--- src/rtl/xlate_pkg.sv ---
// Shared command encodings, FSM states and defaults for the translation-unit arbiter.
package xlate_pkg;

    typedef enum logic [1:0] {
        CMD_NOP  = 2'b00,
        CMD_WC   = 2'b01,
        CMD_LC2C = 2'b10,
        CMD_TL   = 2'b11
    } xcmd_e;

    typedef enum logic [2:0] {
        ST_IDLE,
        ST_ARB,
        ST_ISSUE,
        ST_WAIT,
        ST_RESP
    } state_e;

    localparam int unsigned XARB_TIMEOUT_DEF = 64;

    function automatic logic cmd_legal(input logic [1:0] cmd);
        return (cmd == CMD_LC2C) || (cmd == CMD_TL);
    endfunction

endpackage

--- src/rtl/xlate_arbiter_if.sv ---
// Command/response handshake between the arbiter (master) and the translation unit (slave).
interface xlate_arbiter_if;

    logic [1:0] x_cmd;
    logic [7:0] x_datain;
    logic [3:0] x_pid;
    logic       x_busy;
    logic       x_outvalid;
    logic [7:0] x_dataout;
    logic       x_pagefault;

    modport master (
        output x_cmd, x_datain, x_pid,
        input  x_busy, x_outvalid, x_dataout, x_pagefault
    );

    modport slave (
        input  x_cmd, x_datain, x_pid,
        output x_busy, x_outvalid, x_dataout, x_pagefault
    );

endinterface

--- src/rtl/xlate_arbiter_rr.sv ---
// Combinational round-robin pick: scans from ptr+1 with wrap-around, first active request wins.
module rr_arbiter #(
    parameter  int unsigned NREQ = 4,
    localparam int unsigned IDW  = $clog2(NREQ)
) (
    input  logic [NREQ-1:0] req,
    input  logic [IDW-1:0]  ptr,
    output logic [NREQ-1:0] grant,
    output logic [IDW-1:0]  gid,
    output logic            any
);

    int unsigned idx;

    always_comb begin
        grant = '0;
        gid   = '0;
        any   = 1'b0;
        idx   = 0;
        for (int unsigned i = 1; i <= NREQ; i++) begin
            idx = (32'(ptr) + i) % NREQ;
            if (!any && req[idx]) begin
                any        = 1'b1;
                grant[idx] = 1'b1;
                gid        = IDW'(idx);
            end
        end
    end

endmodule

--- src/rtl/xlate_arbiter.sv ---
// Round-robin arbiter sharing one address-translation unit among NREQ requesters.
// Optional last-translation bypass register enabled by defining XARB_BYPASS_EN.
module xlate_arbiter
    import xlate_pkg::*;
#(
    parameter int unsigned NREQ    = 4,
    parameter int unsigned IDW     = 2,
    parameter int unsigned TIMEOUT = XARB_TIMEOUT_DEF
) (
    input  logic                clk,
    input  logic                rst,
    input  logic [NREQ-1:0]     req,
    input  logic [2*NREQ-1:0]   req_cmd,
    input  logic [8*NREQ-1:0]   req_va,
    input  logic [4*NREQ-1:0]   req_pid,
    output logic [NREQ-1:0]     req_ack,
    output logic                rsp_valid,
    output logic [IDW-1:0]      rsp_id,
    output logic [7:0]          rsp_data,
    output logic                rsp_fault,
    output logic                rsp_timeout,
    xlate_arbiter_if.master     xu
);

    state_e          state_q, state_d;
    logic [IDW-1:0]  ptr_q, id_q, gnt_id;
    logic [NREQ-1:0] gnt_oh;
    logic            gnt_any;
    logic [1:0]      cmd_q, sel_cmd;
    logic [7:0]      va_q, sel_va;
    logic [3:0]      pid_q, sel_pid;
    logic [7:0]      timer_q;
    logic            tmo_hit, to_set;
    logic            cap_valid_q, pf_q, to_q, ill_q;
    logic [7:0]      cap_data_q;
    logic            byp_hit, byp_serve;
    logic [7:0]      byp_pa;

    rr_arbiter #(.NREQ(NREQ)) u_rr (
        .req   (req),
        .ptr   (ptr_q),
        .grant (gnt_oh),
        .gid   (gnt_id),
        .any   (gnt_any)
    );

    always_comb begin
        sel_cmd = '0;
        sel_va  = '0;
        sel_pid = '0;
        for (int unsigned i = 0; i < NREQ; i++) begin
            if (gnt_oh[i]) begin
                sel_cmd = req_cmd[2*i +: 2];
                sel_va  = req_va[8*i +: 8];
                sel_pid = req_pid[4*i +: 4];
            end
        end
    end

    assign tmo_hit     = (timer_q == 8'(TIMEOUT - 1));
    assign xu.x_datain = va_q;
    assign xu.x_pid    = pid_q;

`ifdef XARB_BYPASS_EN
    logic       byp_valid_q, byp_hit_q;
    logic [3:0] byp_pid_q;
    logic [7:0] byp_va_q, byp_pa_q;

    assign byp_hit   = byp_valid_q && (sel_cmd == CMD_TL) &&
                       (byp_pid_q == sel_pid) && (byp_va_q == sel_va);
    assign byp_serve = byp_hit_q;
    assign byp_pa    = byp_pa_q;

    always_ff @(posedge clk or negedge rst) begin
        if (!rst) begin
            byp_valid_q <= 1'b0;
            byp_hit_q   <= 1'b0;
            byp_pid_q   <= '0;
            byp_va_q    <= '0;
            byp_pa_q    <= '0;
        end else if (state_q == ST_ARB && gnt_any) begin
            byp_hit_q <= byp_hit;
            if (sel_cmd == CMD_LC2C && byp_pid_q == sel_pid)
                byp_valid_q <= 1'b0;
        end else if (state_q == ST_RESP && cmd_q == CMD_TL && !rsp_fault &&
                     (cap_valid_q || byp_hit_q)) begin
            byp_valid_q <= 1'b1;
            byp_pid_q   <= pid_q;
            byp_va_q    <= va_q;
            byp_pa_q    <= rsp_data;
        end
    end
`else
    assign byp_hit   = 1'b0;
    assign byp_serve = 1'b0;
    assign byp_pa    = '0;
`endif

    always_ff @(posedge clk or negedge rst) begin
        if (!rst) state_q <= ST_IDLE;
        else      state_q <= state_d;
    end

    always_comb begin
        state_d     = state_q;
        xu.x_cmd    = CMD_NOP;
        to_set      = 1'b0;
        req_ack     = '0;
        rsp_valid   = 1'b0;
        rsp_id      = '0;
        rsp_data    = '0;
        rsp_fault   = 1'b0;
        rsp_timeout = 1'b0;
        case (state_q)
            ST_IDLE: begin
                if (|req && !xu.x_busy) state_d = ST_ARB;
            end
            ST_ARB: begin
                // A request dropped between IDLE and ARB leaves nothing to grant.
                if (!gnt_any)                          state_d = ST_IDLE;
                else if (!cmd_legal(sel_cmd) || byp_hit) state_d = ST_RESP;
                else                                   state_d = ST_ISSUE;
            end
            ST_ISSUE: begin
                if (tmo_hit) begin
                    state_d = ST_RESP;
                    to_set  = 1'b1;
                end else begin
                    xu.x_cmd = cmd_q;
                    if (xu.x_busy) state_d = ST_WAIT;
                end
            end
            ST_WAIT: begin
                if (!xu.x_busy) begin
                    state_d = ST_RESP;
                end else if (tmo_hit) begin
                    state_d = ST_RESP;
                    to_set  = 1'b1;
                end
            end
            ST_RESP: begin
                state_d      = ST_IDLE;
                rsp_valid    = 1'b1;
                req_ack[id_q] = 1'b1;
                rsp_id       = id_q;
                rsp_timeout  = to_q;
                // Unit page faults only matter for translations; LC2C reports none.
                rsp_fault    = to_q | ill_q | (pf_q & (cmd_q == CMD_TL));
                if (byp_serve)
                    rsp_data = byp_pa;
                else if (cmd_q == CMD_TL && cap_valid_q && !pf_q && !to_q)
                    rsp_data = cap_data_q;
            end
            default: state_d = ST_IDLE;
        endcase
    end

    always_ff @(posedge clk or negedge rst) begin
        if (!rst) begin
            ptr_q       <= IDW'(NREQ - 1);
            id_q        <= '0;
            cmd_q       <= '0;
            va_q        <= '0;
            pid_q       <= '0;
            timer_q     <= '0;
            cap_valid_q <= 1'b0;
            cap_data_q  <= '0;
            pf_q        <= 1'b0;
            to_q        <= 1'b0;
            ill_q       <= 1'b0;
        end else begin
            case (state_q)
                ST_ARB: begin
                    if (gnt_any) begin
                        ptr_q       <= gnt_id;
                        id_q        <= gnt_id;
                        cmd_q       <= sel_cmd;
                        va_q        <= sel_va;
                        pid_q       <= sel_pid;
                        timer_q     <= '0;
                        cap_valid_q <= 1'b0;
                        cap_data_q  <= '0;
                        pf_q        <= 1'b0;
                        to_q        <= 1'b0;
                        ill_q       <= !cmd_legal(sel_cmd);
                    end
                end
                ST_ISSUE: begin
                    timer_q <= timer_q + 8'd1;
                    if (to_set) to_q <= 1'b1;
                end
                ST_WAIT: begin
                    timer_q <= timer_q + 8'd1;
                    if (to_set) to_q <= 1'b1;
                    if (xu.x_outvalid) begin
                        cap_valid_q <= 1'b1;
                        cap_data_q  <= xu.x_dataout;
                    end
                    if (xu.x_pagefault) pf_q <= 1'b1;
                end
                default: ;
            endcase
        end
    end

endmodule
--- src/flat_wrapper.sv ---
// flat-port wrapper written by rule: the top's interface ports become plain ports
module xlate_arbiter_flat import xlate_pkg::*;
#(
    parameter int unsigned NREQ    = 4,
    parameter int unsigned IDW     = 2,
    parameter int unsigned TIMEOUT = XARB_TIMEOUT_DEF
)
  (clk, rst, req, req_cmd, req_va, req_pid, req_ack, rsp_valid, rsp_id, rsp_data, rsp_fault, rsp_timeout, xu_x_cmd, xu_x_datain, xu_x_pid, xu_x_busy, xu_x_outvalid, xu_x_dataout, xu_x_pagefault);
  xlate_arbiter_if xu_i ();
  input  logic clk;
  input  logic rst;
  input  logic [NREQ-1:0] req;
  input  logic [2*NREQ-1:0] req_cmd;
  input  logic [8*NREQ-1:0] req_va;
  input  logic [4*NREQ-1:0] req_pid;
  output logic [NREQ-1:0] req_ack;
  output logic rsp_valid;
  output logic [IDW-1:0] rsp_id;
  output logic [7:0] rsp_data;
  output logic rsp_fault;
  output logic rsp_timeout;
  output wire logic [$bits(xu_i.x_cmd)-1:0] xu_x_cmd;
  output wire logic [$bits(xu_i.x_datain)-1:0] xu_x_datain;
  output wire logic [$bits(xu_i.x_pid)-1:0] xu_x_pid;
  input wire logic [$bits(xu_i.x_busy)-1:0] xu_x_busy;
  input wire logic [$bits(xu_i.x_outvalid)-1:0] xu_x_outvalid;
  input wire logic [$bits(xu_i.x_dataout)-1:0] xu_x_dataout;
  input wire logic [$bits(xu_i.x_pagefault)-1:0] xu_x_pagefault;
  assign xu_x_cmd = xu_i.x_cmd;
  assign xu_x_datain = xu_i.x_datain;
  assign xu_x_pid = xu_i.x_pid;
  assign xu_i.x_busy = xu_x_busy;
  assign xu_i.x_outvalid = xu_x_outvalid;
  assign xu_i.x_dataout = xu_x_dataout;
  assign xu_i.x_pagefault = xu_x_pagefault;
  xlate_arbiter #(.NREQ(NREQ), .IDW(IDW), .TIMEOUT(TIMEOUT)) u_core (.clk(clk), .rst(rst), .req(req), .req_cmd(req_cmd), .req_va(req_va), .req_pid(req_pid), .req_ack(req_ack), .rsp_valid(rsp_valid), .rsp_id(rsp_id), .rsp_data(rsp_data), .rsp_fault(rsp_fault), .rsp_timeout(rsp_timeout), .xu(xu_i));
endmodule
--- config.mk ---
export PLATFORM = sky130hd
export DESIGN_NAME = xlate_arbiter_flat
export DESIGN_NICKNAME = d
export VERILOG_FILES = /design/src/rtl/xlate_pkg.sv /design/src/rtl/xlate_arbiter_if.sv /design/src/rtl/xlate_arbiter_rr.sv /design/src/rtl/xlate_arbiter.sv /design/src/flat_wrapper.sv
export SDC_FILE = /design/constraint.sdc
export NUM_CORES = 1
export LEC_CHECK = 0
export CAP_MARGIN = 10
export CORE_UTILIZATION = 41
export CTS_BUF_LIST = sky130_fd_sc_hd__clkbuf_8
export DETAILED_ROUTE_END_ITERATION = 7
export PLACE_DENSITY = 0.79
export RECOVER_POWER = 25
export SLEW_MARGIN = 20
export SYNTH_ARGS = -nofsm -noshare
export SYNTH_HDL_FRONTEND = slang
export SYNTH_SLANG_ARGS = --single-unit
--- constraint.sdc ---
create_clock -name clk -period 3.6 [get_ports clk]
set_input_delay 0.72 -clock clk [delete_from_list [all_inputs] [get_ports clk]]
set_output_delay 0.72 -clock clk [all_outputs]
set_load 0.005 [all_outputs]
---- Word-level counts from Yosys, hierarchy flattened ----
Cells that the tools add are included.
word-level totals
  flip-flop bits (word level) ............. 41
  bits in latches ......................... 0
  memory bits (writable) .................. 0
  ROM bits ................................ 0
  input bits .............................. 73
  output and inout port bits .............. 31
  logic and storage cells ................. 152
  memories kept ........................... 0
operators by class
  $add $sub $neg .......................... 5
  $mul .................................... 0
  divide/modulo/power cells ............... 0
  magnitude comparators ................... 10
  equal/unequal tests ..................... 15
  shifts and indexed selects .............. 0
  multiplexer cells ....................... 73
  bitwise gates (word level) .............. 6
  reductions and logical operators ........ 31
operators by type and width
  operator                                                                              number
  8-bit two-way mux                                                                     8
  4-bit two-way mux                                                                     9
  8-bit one-hot mux with 2 select lines                                                 2
  1-bit two-way mux                                                                     22
  2-bit two-way mux                                                                     11
  3-bit two-way mux                                                                     7
  2-bit by 3-bit < comparator with 1-bit output (second input constant)                 5
  1-bit logical AND                                                                     12
  4-bit bitwise OR                                                                      3
  3-bit one-hot mux with 4 select lines                                                 1
  3-bit AND reduction                                                                   4
  1-bit demux with 2-bit select                                                         5
  2-bit by 1-bit greater-or-equal comparator with 1-bit output (second input constant)  5
  8-bit by 1-bit adder with 8-bit output (second input constant)                        1
  1-bit binary-select mux with 2-bit select                                             4
  8-bit by 6-bit equality test with 1-bit output (second input constant)                1
  1-bit one-hot mux with 2 select lines                                                 4
  1-bit zero test                                                                       7
  2-bit equality test (second input constant)                                           3
  3-bit by 2-bit equality test with 1-bit output (second input constant)                2
  2-bit by 1-bit != test with 1-bit output (second input constant)                      3
  3-bit by 2-bit != test with 1-bit output (second input constant)                      2
  2-bit by 1-bit adder with 2-bit output (second input constant)                        2
  2-bit adder (second input constant)                                                   2
  other kinds (11)                                                                      15

---- Longest topological paths before layout ----
Gate-level depths: netlist of the first run.
  depth in word-level cells ............... 22
  mapped depth ............................ 13
  mapped depth without buffers ............ 9

---- Hierarchy ----
Synthesis of the first run repeated with hierarchy kept, for this count alone.
unflattened totals
  cells, all modules ...................... 330
  area, all modules ....................... 2851.5 um^2
by module, submodules not included
  module         instances  cells an instance  area an instance (um^2)
  xlate_arbiter  1          244                2222.1
  rr_arbiter     1          86                 629.4

---- Worst setup path after synthesis of the first run ----
OpenSTA, ideal clock, no wires.
  kind .................................... register -> register
  start point ............................. reg u_core.ptr_q[0]
  end point ............................... reg u_core.state_q[1]
  setup time .............................. 122 ps
  data arrival time ....................... 3406 ps
  data required time ...................... 3478 ps
  setup slack ............................. 72 ps
  cell stages (with the launch flop) ...... 13
  path buffers ............................ 3
  period minus slack after synthesis ...... 3528 ps
  path through ............................ dfstp_2 > buf_6 > clkbuf_1 > inv_1 > ha_1 > buf_2 > mux4_2 > nor2b_1 > a221o_1 > a22o_1 > a221o_1 > a21oi_1 > o21ai_1
between the ends
  cells in the longest elaborated chain, start to end .. 22
  elaborated cells between the ends (all ways) .. 59
  classes of those cells .................. add/sub: 4; order compare: 8; eq/ne: 2; mux: 31; bitwise: 3; reduce/logical: 11
ends and longest elaborated chain
  item                                                                                                    line                  text
  from (decl)                                                                                             xlate_arbiter.sv:26   logic [IDW-1:0] ptr_q, id_q, gnt_id;
  from (signal assigned)                                                                                  xlate_arbiter.sv:160  ptr_q <= IDW'(NREQ - 1);
  from (signal assigned)                                                                                  xlate_arbiter.sv:175  ptr_q <= gnt_id;
  parallel branches: the longest is 20 deep, another holds 2-bit by 3-bit < comparator with 1-bit output  --
  3-bit two-way mux (*)                                                                                   xlate_arbiter.sv:120  if (!gnt_any) state_d = ST_IDLE;
  3-bit one-hot mux with 4 select lines (*)                                                               xlate_arbiter.sv:114  case (state_q)
  to (signal assigned)                                                                                    xlate_arbiter.sv:101  else state_q <= state_d;
  to (decl)                                                                                               xlate_arbiter.sv:25   state_e state_q, state_d;
Mark *: on every way between the ends. The select of a mux whose other input is x is not followed.
A chain may end at the register's enable or synchronous reset.

---- Worst setup path after layout of the first run ----
  start point ............................. reg u_core.ptr_q[1]
  end point ............................... reg u_core.ill_q
between the ends
  cells in the longest elaborated chain, start to end .. 20
  elaborated cells between the ends (all ways) .. 58
  classes of those cells .................. add/sub: 4; order compare: 8; eq/ne: 2; mux: 28; bitwise: 3; reduce/logical: 13
ends and longest elaborated chain
  item                                                                                                    line                  text
  parallel branches: the longest is 20 deep, another holds 2-bit by 3-bit < comparator with 1-bit output  --
  to (signal assigned)                                                                                    xlate_arbiter.sv:185  ill_q <= !cmd_legal(sel_cmd);
  to (decl)                                                                                               xlate_arbiter.sv:34   logic cap_valid_q, pf_q, to_q, ill_q;
Several ways; the timed one is not identified. The select of a mux whose other input is x is not followed.

==> results of run 1 <==
## critical path: cells and delay by family (launching register included)
kind | cells | cell delay, ps
adder cells (fa/ha/maj) | 1 | 380
AND/OR/NAND/NOR | 1 | 520
buffers and inverters | 2 | 280
flip-flops | 1 | 540
multiplexers | 1 | 270
AO/OA/AOI/OAI | 5 | 1160
## through the flow
step,cells,total power [mW]
floorplan,294,2.26
global placement,464,2.85
detailed placement,464,2.94
CTS,472,3.25
global route,473,3.53
finish,473,3.27
## final timing paths
path | from | slack (ps) | end
min in group asynchronous | rst | 1060 | u_core.timer_q[7]$_DFFE_PN0P_
max in group asynchronous | rst | 1290 | u_core.timer_q[4]$_DFFE_PN0P_
setup reg to reg | u_core.ptr_q[1]$_DFFE_PN1P_ | 300 | u_core.ill_q$_DFFE_PN0P_
setup / recovery | u_core.ptr_q[1]$_DFFE_PN1P_ | 300 | u_core.ill_q$_DFFE_PN0P_
hold / removal | u_core.cap_data_q[1]$_DFFE_PN0P_ | 490 | u_core.cap_data_q[1]$_DFFE_PN0P_
hold reg to reg | u_core.cap_data_q[1]$_DFFE_PN0P_ | 490 | u_core.cap_data_q[1]$_DFFE_PN0P_
## registers in the layout (all words and copies together) (netlist names), 2 cells and up
name / count
u_core.cap_data_q: 8
u_core.cmd_q: 2
u_core.id_q: 2
u_core.ptr_q: 2
u_core.state_q: 3
u_core.timer_q: 8
u_core.xu.x_datain: 8
u_core.xu.x_pid: 4
## layout make-up
cell class | count | area [sq um] | area share
sequential | 41 | 1030 | 0.262
inverter | 6 | 22.5 | 0.00573
clock buffer | 5 | 68.8 | 0.0175
timing repair buffer | 113 | 1100 | 0.280
tap | 77 | 96.3 | 0.0245
clock inverter | 3 | 17.5 | 0.00446
multi-input combinational | 228 | 1600 | 0.406
## logic make-up after synthesis
family / count (synthesis) / share of synthesized area
buffers and inverters: 26 / 0.0434
flip-flops: 41 / 0.379
XOR/XNOR: 3 / 0.00969
adder cells (fa/ha/maj): 9 / 0.0415
AO/OA/AOI/OAI: 109 / 0.266
multiplexers: 11 / 0.0600
AND/OR/NAND/NOR: 95 / 0.200
## report_power, final
group / switching, mW / total, mW / leakage, nW / internal, mW
Clock: 0.172 / 0.306 / 0.0439 / 0.134
Combinational: 1.17 / 2.14 / 1.09 / 0.967
Sequential: 0.160 / 0.818 / 0.530 / 0.658
## cell usage in the layout, fill, tap and decap left out, types with 2 or more instances in the layout
cell type / n
a211o_1: 2
nor3_1: 4
clkinv_2: 2
nand2b_1: 9
a21oi_1: 20
o31ai_1: 3
nand3_1: 8
a22o_1: 10
nor4b_1: 2
inv_1: 6
mux2i_1: 5
clkbuf_8: 5
o21ai_0: 9
mux4_2: 4
and3_1: 20
clkdlybuf4s50_1: 102
nor4_1: 2
a31oi_1: 4
o22ai_1: 4
nor2_1: 14
mux2_2: 2
buf_4: 10
and2_1: 9
nand2_1: 16
a221o_1: 4
dfstp_2: 2
nor2_2: 3
xnor2_1: 2
nor4b_4: 2
a221oi_1: 13
dfrtp_1: 39
ha_1: 9
o21ai_1: 29
nor2b_1: 2
## layer usage
metal / part of all wire / vias to the layer above
met4: 0.012 / 0
li1: - / 1322
met3: 0.066 / 11
met2: 0.51 / 111
met1: 0.41 / 1297
met5: 0 / -
## timing repair
action | 4_1_cts | 5_1_grt
hold endpoints to repair | 0 | 0
setup endpoints to repair | 0 | 9
resized for setup | 0 | 1
==> summary.md, run 1 <==
| Metric | Value |
|---|---|
| DR DRC count | `0` |
| Hold path cells | `1` |
| Max transition margin | `-0.464` |
| CP startpoint kind | `flip-flop` |
| Post-synth EDFFs | `0` |
| HPWL Detailed | `between 5000 and 6000 um` |
| GRT Max-Usage Layer | `met2` |
| Min-delay worst type | `reg -> reg` |
| Final wirelength | `roughly 7700 um` |
| Synth top area cells | `dfrtp_1, o21ai_1, and3_1` |
| Fin crit share | `0.917` |
| Final Hold Fails | `0` |
| Outcome | `complete, but fails checks` |
| Clk sink count | `slightly above 40` |
| Synth cell count leaders | `dfrtp_1, o21ai_1, a21oi_1, and3_1, nand2_1` |
| CP required | `approximately 3700 ps` |
| Worst hold slack | `494 ps` |
| # Post-CTS Setup Buffers | `0` |
| Top cell type's share of synthesized area | `0.360` |
| Overflow left after global routing | `0` |
| ANT cells | `0` |
| Detail Route Antenna Nets | `0` |
| Critical Path Fanout Max | `16` |
| Num CTS Buffers | `5` |
| Synth area leader | `dfrtp_1` |
| Post-synthesis sequential area ratio | `0.379` |
| CP Class | `reg -> reg` |
| CP cell instances | `inv_1 -> ha_1 -> buf_4 -> mux2i_1 -> o22ai_1 -> a211o_1 -> a22o_4 -> nor2_2 -> a221o_1 -> a31oi_1` |
| Worst Skew | `around 4.5 ps` |
| CTS Buffer Depth | `2` |
| Synth Area per Inst | `~9 sq um` |
| Ys Warns | `0` |
| Initial core utilization | `0.425` |
| Count leader, synth | `dfrtp_1` |
| H-tree Lvls | `2` |
| Post-placement cell area | `about 0.0038 sq mm` |
| Gp weighted congestion | `0.924` |
| Period minus WS final | `around 3300 ps` |
| DR WL/cell | `16.3 um` |
| Number of top-level pins | `around 100` |
| Port buffer count | `103` |
| Rows | `29` |
| Finished Cell Area | `around 0.0039 sq mm` |
| Fill count | `around 580` |
| Post-route setup slack | `around 300 ps` |
| Core area | `about 0.0064 sq mm` |
| All-layer global routing usage | `0.223` |
| First-pass GRT wire length | `around 13000 um` |
| Fin. max-slew vios | `42` |
| Die Ht | `between 80 and 90 um` |
| Vias in the first global route | `about 2800` |
| Syn Nets | `about 380` |
| CP peak stage delay | `roughly 540 ps` |
| Root buf cell | `clkbuf_8` |
| Violated checks | `max-capacitance violations, max-slew violations` |
| Leakage | `~1.7 nW` |
| Initial DRC Count | `135` |
| CP max stage cell | `dfstp_2` |
| Met2 usage | `0.396` |
| CTS tree | `done` |
| Critical path endpoint category | `flip-flop` |
| Utilization after layout | `0.615` |
| Vias | `approximately 2700` |
| # setup viols final | `0` |
| Cells after Synth | `roughly 290` |
| Post-synth cell types | `just under 50` |
| F_max | `just over 300 MHz` |
| DIE WIDTH | `83.3 um` |
| Synth-to-layout area growth | `44.8%` |
| Die ar. | `a little under 0.007 sq mm` |
| Total power divided by cell area | `~830 mW/mm^2` |
| Post-Syn Area | `around 0.0027 sq mm` |
| Setup TNS | `0 ps` |
| Max IR drop VDD | `~480 uV` |
| Async SR Flop Fraction | `1.00` |
| Fraction of layout cells with a size suffix above 1 | `0.0859` |
| Met3 GRT Util | `0.0547` |
| Worst EP arrival | `approximately 3400 ps` |
| # hold bufs at CTS | `0` |
| Max cap viols | `1` |
| Worst slew pin tran | `2200 ps` |
| Top FF cell, synth | `dfrtp_1` |
| Met1 GRT Util | `0.272` |
| Post-place setup slack | `-83.0 ps` |
| Register bit total from synthesis | `between 40 and 50` |
| RSZ-0062 raised after global routing | `false` |
| Final #Nets | `between 400 and 500` |
| Initial antenna violation count | `0` |
| Clock transition at path regs | `about 80 ps` |
| DR vias/cell | `approximately 5.8` |
| DR pass1 iterations | `4` |
| Skew-Pair Late Insertion Delay | `between 200 and 300 ps` |
| Worst R2R Path Depth | `10` |
| Largest net degree at the start of global routing | `42` |
Power figures use the tool's default switching activity.
==> run 2, diff against run 1 <==
--- a/config.mk
+++ b/config.mk
@@ -5,7 +5,7 @@
 export SDC_FILE = /design/constraint.sdc
 export NUM_CORES = 1
 export LEC_CHECK = 0
-export CAP_MARGIN = 10
+export CAP_MARGIN = 20
 export CORE_UTILIZATION = 41
 export CTS_BUF_LIST = sky130_fd_sc_hd__clkbuf_8
 export DETAILED_ROUTE_END_ITERATION = 7
==> results of run 2 <==
Final layout, timing and power as in run 1 (identical DEF).
==> run 3, diff against run 2 <==
--- a/config.mk
+++ b/config.mk
@@ -6,10 +6,11 @@
 export NUM_CORES = 1
 export LEC_CHECK = 0
 export CAP_MARGIN = 20
-export CORE_UTILIZATION = 41
+export CORE_UTILIZATION = 45
 export CTS_BUF_LIST = sky130_fd_sc_hd__clkbuf_8
 export DETAILED_ROUTE_END_ITERATION = 7
-export PLACE_DENSITY = 0.79
+export MAX_ROUTING_LAYER = met4
+export PLACE_DENSITY = 0.82
 export RECOVER_POWER = 25
 export SLEW_MARGIN = 20
 export SYNTH_ARGS = -nofsm -noshare
==> constraint.sdc (replaced) <==
create_clock -name clk -period 4.1 [get_ports clk]
set_input_delay 0.82 -clock clk [delete_from_list [all_inputs] [get_ports clk]]
set_output_delay 0.82 -clock clk [all_outputs]
set_load 0.005 [all_outputs]
==> summary.md, run 3 (synthesis gave the netlist of run 1 again) <==
| Metric | Value |
|---|---|
| Overflow left after global routing | `0` |
| Die Ht | `79.6 um` |
| Clk sink count | `41` |
| CP cell instances | `inv_1 -> ha_1 -> mux4_2 -> nor2b_1 -> a221o_1 -> a22o_1 -> nor2_2 -> o21ai_0 -> o21ai_1` |
| Vias | `approximately 2800` |
| DR DRC count | `0` |
| Initial antenna violation count | `0` |
| Fraction of layout cells with a size suffix above 1 | `0.0692` |
| Worst EP arrival | `around 4000 ps` |
| Number of top-level pins | `about 100` |
| CP required | `between 4000 and 5000 ps` |
| Setup TNS | `0 ps` |
| Max transition margin | `-0.432` |
| Detail Route Antenna Nets | `0` |
| ANT cells | `0` |
| Finished Cell Area | `approximately 0.0039 sq mm` |
| Root buf cell | `clkbuf_8` |
| Post-place setup slack | `~410 ps` |
| Initial core utilization | `0.481` |
| Post-route setup slack | `approximately 370 ps` |
| DIE WIDTH | `around 80 um` |
| Fin crit share | `0.911` |
| Gp weighted congestion | `roughly 0.97` |
| Max IR drop VDD | `roughly 490 uV` |
| Clock transition at path regs | `approximately 90 ps` |
| CP peak stage delay | `700 ps` |
| Final #Nets | `471` |
| Leakage | `about 1.6 nW` |
| Largest net degree at the start of global routing | `42` |
| Post_cts resized | `0` |
| # setup viols final | `0` |
| Total power divided by cell area | `roughly 730 mW/mm^2` |
| Initial DRC Count | `between 150 and 200` |
| All-layer global routing usage | `0.254` |
| DR vias/cell | `between 5 and 6` |
| Critical Path Fanout Max | `18` |
| Family with the most delay on the worst path | `compound AO/OA/AOI/OAI gates` |
| Synth-to-layout area growth | `43.5%` |
| Die ar. | `about 0.0063 sq mm` |
| DR pass1 iterations | `4` |
| Rows | `27` |
| Vias in the first global route | `between 2000 and 3000` |
| Worst Skew | `6.80 ps` |
| WP buf/inv | `1` |
| Post-placement cell area | `0.00378 sq mm` |
| F_max | `~270 MHz` |
| H-tree Lvls | `2` |
| Period minus WS final | `3730 ps` |
| Final Hold Fails | `0` |
| CTS tree | `done` |
| Num CTS Buffers | `5` |
| Skew-Pair Late Insertion Delay | `about 300 ps` |
| Core area | `around 0.0056 sq mm` |
| CTS Buffer Depth | `2` |
| CP Class | `reg -> reg` |
| Outcome | `complete, but fails checks` |
| Most frequent cells in the layout | `clkdlybuf4s50_1, dfrtp_1, o21ai_1` |
| Max cap viols | `1` |
| DR WL/cell | `roughly 16 um` |
| CP max stage cell | `dfstp_2` |
| Fill count | `418` |
| Worst slew pin tran | `2150 ps` |
| Final wirelength | `around 7600 um` |
| Critical path endpoint category | `flip-flop` |
| Most common cell after layout, fill and taps aside | `clkdlybuf4s50_1` |
| # hold bufs at CTS | `0` |
| RSZ-0062 raised after global routing | `false` |
| First-pass GRT wire length | `~12000 um` |
| HPWL Detailed | `~5600 um` |
| Violated checks | `max-capacitance violations, max-slew violations` |
| CP startpoint kind | `flip-flop` |
| Min-delay worst type | `reg -> reg` |
| # Post-CTS Setup Buffers | `0` |
| Fin. max-slew vios | `42` |
| Worst hold slack | `between 400 and 500 ps` |
| Port buffer count | `about 100` |
run 3: metal layers:
layer | global-route usage | share of wire
met1 | 0.322 | 0.42
met2 | 0.415 | 0.50
met3 | 0.0400 | 0.067
met4 | 0.0818 | 0.012
met5 | - | 0
run 3: power breakdown:
group	internal [mW]	leakage, nW	switching [mW]
clock	0.182	0.0543	0.153
sequential	0.579	0.530	0.159
combinational	0.795	1.06	0.988
run 3: cell type report:
type / instances / area, sq um / share of cell area
Sequential cell: 41 / 1030 / 0.264
Clock inverter: 3 / 46.3 / 0.0119
Tap cell: 72 / 90.1 / 0.0231
Inverter: 6 / 22.5 / 0.00578
Multi-Input combinational cell: 227 / 1580 / 0.405
Clock buffer: 5 / 68.8 / 0.0177
Timing Repair Buffer: 108 / 1060 / 0.273
run 3: path summary, 6_finish.rpt:
| check | from | endpoint | slack (ps) | cells past startpoint |
|---|---|---|---|---|
| min in group asynchronous | rst | u_core.timer_q[7]$_DFFE_PN0P_ | 1140 | 1 |
| min reg2reg | u_core.cap_data_q[1]$_DFFE_PN0P_ | u_core.cap_data_q[1]$_DFFE_PN0P_ | 500 | 1 |
| max | u_core.ptr_q[1]$_DFFE_PN1P_ | u_core.xu.x_datain[3]$_DFFE_PN0P_ | 370 | 9 |
| max reg2reg | u_core.ptr_q[1]$_DFFE_PN1P_ | u_core.xu.x_datain[3]$_DFFE_PN0P_ | 370 | 9 |
| min | u_core.cap_data_q[1]$_DFFE_PN0P_ | u_core.cap_data_q[1]$_DFFE_PN0P_ | 500 | 1 |
| max in group asynchronous | rst | u_core.timer_q[5]$_DFFE_PN0P_ | 1730 | 1 |
run 3: through the flow:
step           power (mW)  utilization  cells
6_report             2.86        0.690    462
3_5_place_dp         2.50        0.670    454
2_1_floorplan        1.99            -    294
5_1_grt              3.07        0.690    462
4_1_cts              2.84        0.690    462
3_3_place_gp         2.45        0.670    454
